===== config.mk =====
export PLATFORM = sky130hd
export DESIGN_NAME = fib_seq_ctrl
export DESIGN_NICKNAME = d
export VERILOG_FILES = /design/src/rtl/fib_seq_ctrl.sv
export SDC_FILE = /design/constraint.sdc
export NUM_CORES = 1
export LEC_CHECK = 0
export ABC_CLOCK_PERIOD_IN_PS = 3500
export BUFFER_PORTS_ARGS = -buffer_cell sky130_fd_sc_hd__buf_2
export CORE_AREA = 3 3 115 117
export DETAILED_ROUTE_END_ITERATION = 12
export DIE_AREA = 0 0 118 120
export PLACE_DENSITY_LB_ADDON = 0.08
export SLEW_MARGIN = 40
export SYNTH_ARGS = -nofsm -noshare
export SYNTH_HDL_FRONTEND = slang
export SYNTH_SLANG_ARGS = --single-unit

===== constraint.sdc =====
create_clock -name wb_clk_i -period 3.5 [get_ports wb_clk_i]
set_clock_uncertainty 0.05 [all_clocks]
set_input_delay 0.175 -clock wb_clk_i [delete_from_list [all_inputs] [get_ports wb_clk_i]]
set_output_delay 0.175 -clock wb_clk_i [all_outputs]
set_load 0.05 [all_outputs]

===== src/rtl/fib_seq_ctrl.sv =====
// fib_seq_ctrl: Wishbone-slave sequencer for the Fibonacci engine.
// Firmware loads a step count N and writes start. The block clears the engine,
// issues N step cycles (stopping early on engine overflow), captures F(N) into
// RESULT and raises done / irq. Abort returns to IDLE without capturing.
module fib_seq_ctrl #(
  parameter logic [31:0] BASE_ADDR = 32'h3000_0000,
  parameter int          WIDTH     = 32,
  parameter int          CNT_W     = 16
) (
  input  logic             wb_clk_i,
  input  logic             wb_rst_n,
  input  logic             wbs_stb_i,
  input  logic             wbs_cyc_i,
  input  logic             wbs_we_i,
  input  logic [3:0]       wbs_sel_i,
  input  logic [31:0]      wbs_adr_i,
  input  logic [31:0]      wbs_dat_i,
  output logic             wbs_ack_o,
  output logic [31:0]      wbs_dat_o,
  output logic             eng_clear,
  output logic             eng_step,
  input  logic [WIDTH-1:0] eng_value,
  input  logic             eng_ovf,
  output logic             busy,
  output logic             irq
);

  typedef enum logic [1:0] {S_IDLE, S_CLEAR, S_RUN, S_CAPTURE} state_t;

  state_t             state_q, state_d;
  logic [CNT_W-1:0]   cnt_q, cnt_d;
  logic [CNT_W-1:0]   count_q, count_d;
  logic [WIDTH-1:0]   result_q;
  logic               irq_en_q, done_q, ovf_q, aborted_q;

  // Bus request captured at the request edge and acted on in the ack cycle
  logic               ack_q, we_q;
  logic [1:0]         reg_q;
  logic [15:0]        wdat_q;
  logic [1:0]         wsel_q;
  logic [31:0]        rdat_q;
  logic [31:0]        rd_mux;

  logic addr_hit, req, wr, wr_ctrl, wr_count, wr_stat;
  logic idle, start_go, abort_go;
  logic step_c, capture_c, set_ovf_c;
  logic unused_ok;

  assign addr_hit = (wbs_adr_i[31:4] == BASE_ADDR[31:4]);
  // ack low in the request condition forbids back-to-back acks
  assign req      = wbs_stb_i & wbs_cyc_i & addr_hit & ~ack_q;

  assign idle     = (state_q == S_IDLE);
  assign wr       = ack_q & we_q;
  assign wr_ctrl  = wr & (reg_q == 2'd0) & wsel_q[0];
  assign wr_count = wr & (reg_q == 2'd1) & (|wsel_q);
  assign wr_stat  = wr & (reg_q == 2'd2) & wsel_q[0];
  // Abort dominates start in the same write; each only acts in its own state
  assign abort_go = wr_ctrl & wdat_q[1] & ~idle;
  assign start_go = wr_ctrl & wdat_q[0] & ~wdat_q[1] & idle;

  assign unused_ok = ^{wbs_adr_i[1:0], wbs_sel_i[3:2], wbs_dat_i[31:16]};

  // Read data source for the addressed register
  always_comb begin
    rd_mux = 32'd0;
    case (wbs_adr_i[3:2])
      2'd0:    rd_mux = {29'd0, irq_en_q, 2'b00};
      2'd1:    rd_mux = 32'(count_q);
      2'd2:    rd_mux = {28'd0, aborted_q, ovf_q, done_q, ~idle};
      default: rd_mux = 32'(result_q);
    endcase
  end

  // Wishbone handshake: one-cycle ack with registered read data, 0 otherwise
  always_ff @(posedge wb_clk_i or negedge wb_rst_n) begin
    if (!wb_rst_n) begin
      ack_q  <= 1'b0;
      we_q   <= 1'b0;
      reg_q  <= 2'd0;
      wdat_q <= 16'd0;
      wsel_q <= 2'd0;
      rdat_q <= 32'd0;
    end else begin
      ack_q <= req;
      if (req) begin
        we_q   <= wbs_we_i;
        reg_q  <= wbs_adr_i[3:2];
        wdat_q <= wbs_dat_i[15:0];
        wsel_q <= wbs_sel_i[1:0];
        rdat_q <= wbs_we_i ? 32'd0 : rd_mux;
      end else begin
        rdat_q <= 32'd0;
      end
    end
  end

  // COUNT write merge: byte 0 and byte 1 lanes honour their selects
  always_comb begin
    logic [31:0] merged;
    merged = 32'(count_q);
    if (wsel_q[0]) merged[7:0]  = wdat_q[7:0];
    if (wsel_q[1]) merged[15:8] = wdat_q[15:8];
    count_d = merged[CNT_W-1:0];
  end

  // Sequencer next state, step counter and engine strobes
  always_comb begin
    state_d   = state_q;
    cnt_d     = cnt_q;
    step_c    = 1'b0;
    capture_c = 1'b0;
    set_ovf_c = 1'b0;
    case (state_q)
      S_IDLE: if (start_go) state_d = S_CLEAR;
      S_CLEAR: begin
        cnt_d   = count_q;
        state_d = (count_q == '0) ? S_CAPTURE : S_RUN;
      end
      S_RUN: begin
        if (eng_ovf) begin
          set_ovf_c = 1'b1;
          state_d   = S_CAPTURE;
        end else if (cnt_q == '0) begin
          state_d = S_CAPTURE;
        end else begin
          step_c = 1'b1;
          cnt_d  = cnt_q - CNT_W'(1);
          // Leave on the last step so F(N) is on eng_value during CAPTURE
          if (cnt_q == CNT_W'(1)) state_d = S_CAPTURE;
        end
      end
      S_CAPTURE: begin
        capture_c = 1'b1;
        state_d   = S_IDLE;
      end
      default: state_d = S_IDLE;
    endcase
    if (abort_go) begin
      state_d   = S_IDLE;
      capture_c = 1'b0;
      set_ovf_c = 1'b0;
    end
  end

  // Sequencer state and step counter registers
  always_ff @(posedge wb_clk_i or negedge wb_rst_n) begin
    if (!wb_rst_n) begin
      state_q <= S_IDLE;
      cnt_q   <= '0;
    end else begin
      state_q <= state_d;
      cnt_q   <= cnt_d;
    end
  end

  // Software-visible registers; hardware set events override W1C clears
  always_ff @(posedge wb_clk_i or negedge wb_rst_n) begin
    if (!wb_rst_n) begin
      count_q   <= '0;
      result_q  <= '0;
      irq_en_q  <= 1'b0;
      done_q    <= 1'b0;
      ovf_q     <= 1'b0;
      aborted_q <= 1'b0;
    end else begin
      if (wr_ctrl) irq_en_q <= wdat_q[2];
      if (wr_count && idle) count_q <= count_d;
      if (start_go) begin
        done_q    <= 1'b0;
        ovf_q     <= 1'b0;
        aborted_q <= 1'b0;
      end
      if (wr_stat) begin
        if (wdat_q[1]) done_q    <= 1'b0;
        if (wdat_q[2]) ovf_q     <= 1'b0;
        if (wdat_q[3]) aborted_q <= 1'b0;
      end
      if (capture_c) begin
        result_q <= eng_value;
        done_q   <= 1'b1;
      end
      if (set_ovf_c) ovf_q <= 1'b1;
      if (abort_go) begin
        aborted_q <= 1'b1;
        done_q    <= 1'b0;
      end
    end
  end

  assign wbs_ack_o = ack_q;
  assign wbs_dat_o = rdat_q;
  assign eng_clear = (state_q == S_CLEAR);
  assign eng_step  = step_c;
  assign busy      = ~idle;
  assign irq       = done_q & irq_en_q;

endmodule


==> impl_metrics.tcl, run 1 <==
set metrics [dict create \
    clkSlewWorstSetupHoldPaths_ns 0.06 \
    htreeDepth 4 \
    ff2ff_path_depth 6 \
    path_max_fanout 19 \
    synth_edf_count 0 \
    core_sq_mm 0.0125 \
    viasPerCell 5.09 \
    dpl.cell_count 718 \
    netlist_area_sq_mm 0.00548 \
    finalCriticalPeriod_ns 2.66 \
    ioPinCount 143 \
    cts.sinks 124 \
    crit_family "simple AND/OR/NAND/NOR gates" \
    grt_max_degree 50 \
    timing.fmax_mhz 376 \
    synthArstFlopShare 1.00 \
    slowest_stage "nand2b_2" \
    ant_nets 0 \
    start_kind "register" \
    timing.rr.start "state_q[1]" \
    worstHoldEndpoint "reg_q[0]" \
    min_path_cells 2 \
    synth_nets 550 \
    synth_ff_type "dfrtp_1" \
    slew_headroom 0.520 \
    syn_inst 436 \
    gp_congestion 0.860 \
    path_buf_inv 2 \
    hold_viol 0 \
    cpPeakStageDelay_ns 0.56 \
    synth_cell_type_count 52 \
    syn2layout_area_growth_pct 34.2 \
    drv_slew 0 \
    finalSetupTns_ns 0 \
    ir_worst_vdd_v 0.000266 \
    num_rows 41 \
    start_util 0.440 \
    min_from "wbs_adr_i[2]" \
    fin_crit_sh 0.760 \
    first_pass_iters 4 \
    drive_gt1_frac 0.341 \
    status "completed" \
    p_clk_frac 0.510 \
    cp.arrival_ns 2.89 \
    worstPathCellList "inv_1 -> ha_1 -> nor4b_4 -> nand2b_2 -> buf_4 -> mux2_1" \
    antenna_found_initial 0 \
    drtIter0Drc 206 \
    switching_share 0.208 \
    maxCapViolations 0 \
    port_buffers 122 \
    hp-class "primary input to register" \
    die_width_um 118 \
    numCtsBuffers 17 \
    power.switching_w 0.000691 \
    tightest_slew_ns 0.718 \
    ff2ff_setup_slack_ns 0.84 \
    final_cells 802 \
    r2r_end "result_q[9]" \
    die_area_sq_mm 0.0142 \
    grt_pass1_wl_um 21600 \
    postCtsResizedCells 0 \
    dieHeight_um 120 \
    grt_pass1_vias 4218 \
    intPower_w 0.00262 \
    cts_setup_buffers 0 \
    clockBufferDepth 2 \
    leakage_nw 3.60 \
    ys_warn_count 0 \
    track_usage 0.193 \
    dp_hpwl_um 8750 \
    synth-seq-cells 124 \
    path_class "register to register" \
    pwr-share-seq 0.441 \
    nNetsFinal 731 \
    diodes 0 \
    cts_hold_buf 52 \
    setup_violations 0 \
    synth_area_per_cell_sq_um 12.6 \
    root_buffer "clkbuf_16" \
    clock_latency_ns 0.41 \
    cp-end-kind "register" \
    overflow 0 \
    final_core_utilization 0.590 \
    rsz0062_at_grt "false" \
    combPwrFrac 0.048 \
    cp.required_ns 3.73 \
    cellPowerDensity_mw_per_mm2 450 \
    vias 4080 \
    cts_tree "built" \
    wl_um 12800 \
    ys_seq_area_frac 0.566 \
    drt-wirelength-per-cell_um 15.9 \
    drc 0 \
]
worst max path at each step:
stage / startpoint / endpoint / slack, ns / cells after the start
after detailed placement: state_q[0] / result_q[9] / 0.84 / 6
after global placement: state_q[0] / result_q[10] / 0.88 / 6
after global routing: state_q[0] / result_q[9] / 0.67 / 6
after CTS: state_q[0] / result_q[9] / 0.81 / 6
final: state_q[1] / result_q[9] / 0.84 / 6
after floorplan: wbs_ack_o / result_q[0] / 1.34 / 6
cell usage after synthesis (2+ instances only):
cell | count | share of area
a31oi_1 | 6 | 0.0068
and2_1 | 18 | 0.021
a22o_1 | 2 | 0.0032
nor4b_1 | 5 | 0.0080
nand3_1 | 9 | 0.0082
buf_1 | 3 | 0.0021
nor2_1 | 28 | 0.019
nor3_1 | 5 | 0.0046
o22a_1 | 3 | 0.0048
mux2_2 | 41 | 0.084
a31o_2 | 2 | 0.0032
or3_1 | 2 | 0.0023
dfrtp_1 | 124 | 0.57
o22ai_1 | 2 | 0.0023
ha_1 | 8 | 0.018
inv_1 | 9 | 0.0062
mux2i_1 | 15 | 0.027
mux2_1 | 30 | 0.062
o2bb2ai_1 | 2 | 0.0032
clkbuf_1 | 3 | 0.0021
nor4_1 | 8 | 0.0091
nand2_1 | 22 | 0.015
o41a_1 | 2 | 0.0041
nor2b_1 | 6 | 0.0068
a2bb2oi_1 | 3 | 0.0048
nand4_1 | 3 | 0.0034
a21oi_1 | 17 | 0.016
nand2b_1 | 4 | 0.0046
buf_4 | 4 | 0.0055
or4b_1 | 2 | 0.0037
buf_2 | 5 | 0.0046
o32ai_1 | 2 | 0.0032
a22oi_1 | 3 | 0.0041
o21ai_0 | 16 | 0.015
buf_6 | 4 | 0.0082
and3_1 | 2 | 0.0023
metal layers:
metal,part of all wire,track usage,wire [um]
met2,0.47,0.307,6050
met5,0,0,0
met3,0.051,0.0509,653
met4,0.012,0.0725,153
met1,0.46,0.257,5900
logic make-up after synthesis:
family | after synthesis | share of synthesized area
muxes | 87 | 0.177
buffers and inverters | 28 | 0.0285
AOI/OAI and AO/OA | 65 | 0.0783
DFF | 124 | 0.566
adders and majority gates | 8 | 0.0183
and+or+nand+nor | 124 | 0.131
flip-flops by register name, indices dropped and copies added, names as in the netlist:
signal / cells
we_q: 1
irq_en_q: 1
aborted_q: 1
reg_q: 2
ovf_q: 1
cnt_q: 16
wdat_q: 16
count_q: 16
result_q: 32
wsel_q: 2
wbs_ack_o: 1
wbs_dat_o: 32
state_q: 2
done_q: 1
cells in the final DEF (no fill, tap or decap), types with 3 or more instances in the layout:
cell / count
nand2b_1: 3
nor2b_1: 6
dlygate4sd3_1: 52
nand2_1: 22
o21ai_0: 16
a22oi_1: 3
nor4b_1: 5
o22a_1: 3
mux2_1: 30
nand3_1: 9
inv_1: 9
nor3_1: 5
clkbuf_16: 17
nor2_1: 27
a2bb2oi_1: 3
a21oi_1: 17
ha_1: 8
and2_1: 18
buf_4: 7
nand4_1: 3
clkinv_2: 8
buf_2: 121
dfrtp_1: 124
mux2i_1: 15
mux2_2: 41
nor4_1: 8
a31oi_1: 6
layout make-up:
cell class	count	area [sq um]
Inverter	9	33.8
Fill cell	1027	5110
Tap cell	172	215
Clock inverter	13	124
Sequential cell	124	3100
Timing Repair Buffer	181	1200
Multi-Input combinational cell	284	2230
Clock buffer	19	453
power by group through the flow:
stage / clock, W / sequential (W) / combinational [W]
floorplan: 0 / 0.00148 / 0.0000327
global placement: 0 / 0.00149 / 0.000113
detailed placement: 0 / 0.00149 / 0.000117
CTS: 0.00173 / 0.00146 / 0.000163
global route: 0.00180 / 0.00146 / 0.000178
finish: 0.00169 / 0.00146 / 0.000160
per-stage QoR:
step | area (sq um) | total power (W) | hold slack, ns | setup slack [ns]
3_3_place_gp | 6250 | 0.00160 | 0.184 | 0.880
2_1_floorplan | 5480 | 0.00152 | -0.171 | 1.34
3_5_place_dp | 6250 | 0.00160 | 0.191 | 0.844
4_1_cts | 7350 | 0.00335 | 0.0984 | 0.814
5_1_grt | 7350 | 0.00344 | 0.123 | 0.669
6_report | 7350 | 0.00331 | 0.101 | 0.841
(Power assumes the default switching activity.)
==> run 2, diff against run 1 <==
- ABC_AREA: default -> 1
- ABC_CLOCK_PERIOD_IN_PS: 3500 -> 2400
- CORE_AREA: 3 3 115 117 -> 3 3 118 120
- DIE_AREA: 0 0 118 120 -> 0 0 121 123
- clock period: 3.5 -> 2.4 ns (I/O delays scaled with it)
==> run 2 against run 1 <==
Power increased by 47%. Via count increased by 29%. Clock-buffer cell count increased by 3. Setup slack got worse by 0.61 ns. Area after synthesis increased by 6.4%. Cell count increased by 36%.
==> impl_metrics.tcl, run 2 <==
set metrics [dict create \
    slowest_stage "dfrtp_1" \
    clock_latency_ns 0.42 \
    yosysTopAreaCell "dfrtp_1" \
    num_rows 42 \
    seq_area_sq_mm 0.00310 \
    most-common-layout-cells "278 x nand2_1, 124 x dfrtp_1, 121 x buf_2" \
    rsz0062_at_grt "false" \
    cts_setup_buffers 0 \
    fillers 1176 \
    setup_violations 0 \
    vias 5251 \
    pre_cts_ws_ns 0.363 \
    worst_path_most_repeated_cell "inv_1" \
    synth_cell_type_count 37 \
    antenna_found_initial 0 \
    leakage_nw 3.96 \
    die_width_um 121 \
    crit_family "buffers and inverters" \
    yosysMostFrequentCell "nand2_1" \
    port_buffers 122 \
    finalCriticalPeriod_ns 2.17 \
    drt-wirelength-per-cell_um 13.9 \
    track_usage 0.211 \
    synth_nets 836 \
    ff2ff_setup_slack_ns 0.33 \
    drv_slew 0 \
    synth_edf_count 0 \
    intPower_w 0.00382 \
    start_kind "register" \
    drc 0 \
    synthArstFlopShare 1.00 \
    first_pass_iters 4 \
    ioPinCount 143 \
    die_area_sq_mm 0.0149 \
    status "completed" \
    drtIter0Drc 351 \
    synth_area_per_cell_sq_um 8.08 \
    numCtsBuffers 17 \
    cts_tree "built" \
    root_buffer "clkbuf_16" \
    cp.required_ns 2.23 \
    viasPerCell 4.83 \
    netlist_area_sq_mm 0.00583 \
    synth.top_cell.area_share 0.532 \
    fin_ws_ns 0.233 \
    wl_um 15100 \
    slew_headroom 0.635 \
    cts.sinks 124 \
    start_util 0.446 \
    tightest_slew_ns 0.547 \
    grt_pass1_wl_um 24500 \
    p_clk_frac 0.522 \
    path_class "register to primary output" \
    htreeDepth 4 \
    grt_max_degree 49 \
    hold_viol 0 \
    fin_crit_sh 0.903 \
    power.switching_w 0.00103 \
    dp_hpwl_um 10100 \
    multi_input_area_sq_mm 0.00239 \
    ant_nets 0 \
    synth_ff_type "dfrtp_1" \
    grt_pass1_vias 5129 \
    path_max_fanout 5 \
    nNetsFinal 1013 \
    final_common_cell "nand2_1" \
    synth_commonest_cells "278 x nand2_1, 124 x dfrtp_1, 84 x nor2_1, 49 x nand3_1, 45 x inv_1" \
    worstPathCellList "inv_1 -> ha_1 -> inv_2 -> nor2_1 -> inv_1 -> a21oi_1 -> buf_2" \
    cellPowerDensity_mw_per_mm2 627 \
    finalSetupTns_ns 0 \
    ys_warn_count 0 \
    clkSlewWorstSetupHoldPaths_ns 0.05 \
    pwr-share-seq 0.431 \
    combPwrFrac 0.047 \
    hp-class "primary input to asynchronous set/reset pin" \
    syn2layout_area_growth_pct 32.8 \
    gp_congestion 0.871 \
    drive_gt1_frac 0.223 \
    ir_worst_vdd_v 0.000439 \
    diodes 0 \
    clockBufferDepth 2 \
    dieHeight_um 123 \
    overflow 0 \
    ys_seq_area_frac 0.532 \
    cpPeakStageDelay_ns 0.43 \
    timing.fmax_mhz 461 \
    core_sq_mm 0.0131 \
    cp-end-kind "primary output" \
    synth_area_leaders "dfrtp_1 53%, nand2_1 18%, nor2_1 5.4%" \
    syn_inst 722 \
    maxCapViolations 0 \
    switching_share 0.213 \
    synth-seq-cells 124 \
    cp.arrival_ns 2.00 \
    path_buf_inv 4 \
]
==> run 2: cell type report <==
type	instances	share of cell area
Tap cell	176	0.0284
Clock buffer	22	0.0612
Inverter	47	0.0231
Sequential cell	124	0.401
Multi-Input combinational cell	521	0.309
Timing Repair Buffer	188	0.163
Clock inverter	10	0.0147
==> run 2: power groups by stage <==
stage	Sequential, W	Clock, W	Combinational (W)
5_1_grt	0.00209	0.00266	0.000256
4_1_cts	0.00209	0.00257	0.000230
2_1_floorplan	0.00213	0	0.0000355
3_3_place_gp	0.00213	0	0.000161
6_report	0.00209	0.00253	0.000229
3_5_place_dp	0.00213	0	0.000164
==> run 2: cell families after synthesis <==
| group | synth area share |
|---|---|
| flip-flops | 0.532 |
| adder cells (fa/ha/maj) | 0.0172 |
| AND/OR/NAND/NOR | 0.320 |
| XOR/XNOR | 0.00300 |
| AO/OA/AOI/OAI | 0.0695 |
| buffers and inverters | 0.0583 |
==> run 2: timing repair <==
item / CTS / global route
gates resized for setup: 0 / 0
hold buffers: 53 / 0
endpoints found under the hold margin: 170 / 0
==> run 2: routing by layer <==
layer	vias up	share of wire	track usage	wire, um
met5	-	0	0	0
met4	0	0.024	0.0949	367
met3	32	0.055	0.0412	831
met2	149	0.48	0.347	7320
met1	2445	0.44	0.273	6600
li1	2625	-	-	-
==> run 2: stage by stage <==
step                hold WS [ns]  instances  utilization  total power, W  cell area [sq um]
finish                     0.106       1088        0.592         0.00485               7750
CTS                        0.104       1088        0.592         0.00489               7750
global placement        -0.00164       1003        0.507         0.00229               6630
floorplan                 -0.226        722            -         0.00216               5830
detailed placement      -0.00265       1003        0.507         0.00229               6630
global route               0.119       1088        0.592         0.00500               7750
==> run 2: final timing paths <==
| check | startpoint | to | depth (start not counted) |
|---|---|---|---|
| max | state_q[0] | eng_step | 7 |
| min reg2reg | result_q[17] | result_q[17] | 2 |
| max in group asynchronous | wb_rst_n | count_q[0] | 3 |
| min | wb_rst_n | state_q[1] | 2 |
| min in group wb_clk_i | wbs_adr_i[2] | reg_q[0] | 3 |
| max reg2reg | state_q[0] | state_q[0] | 9 |
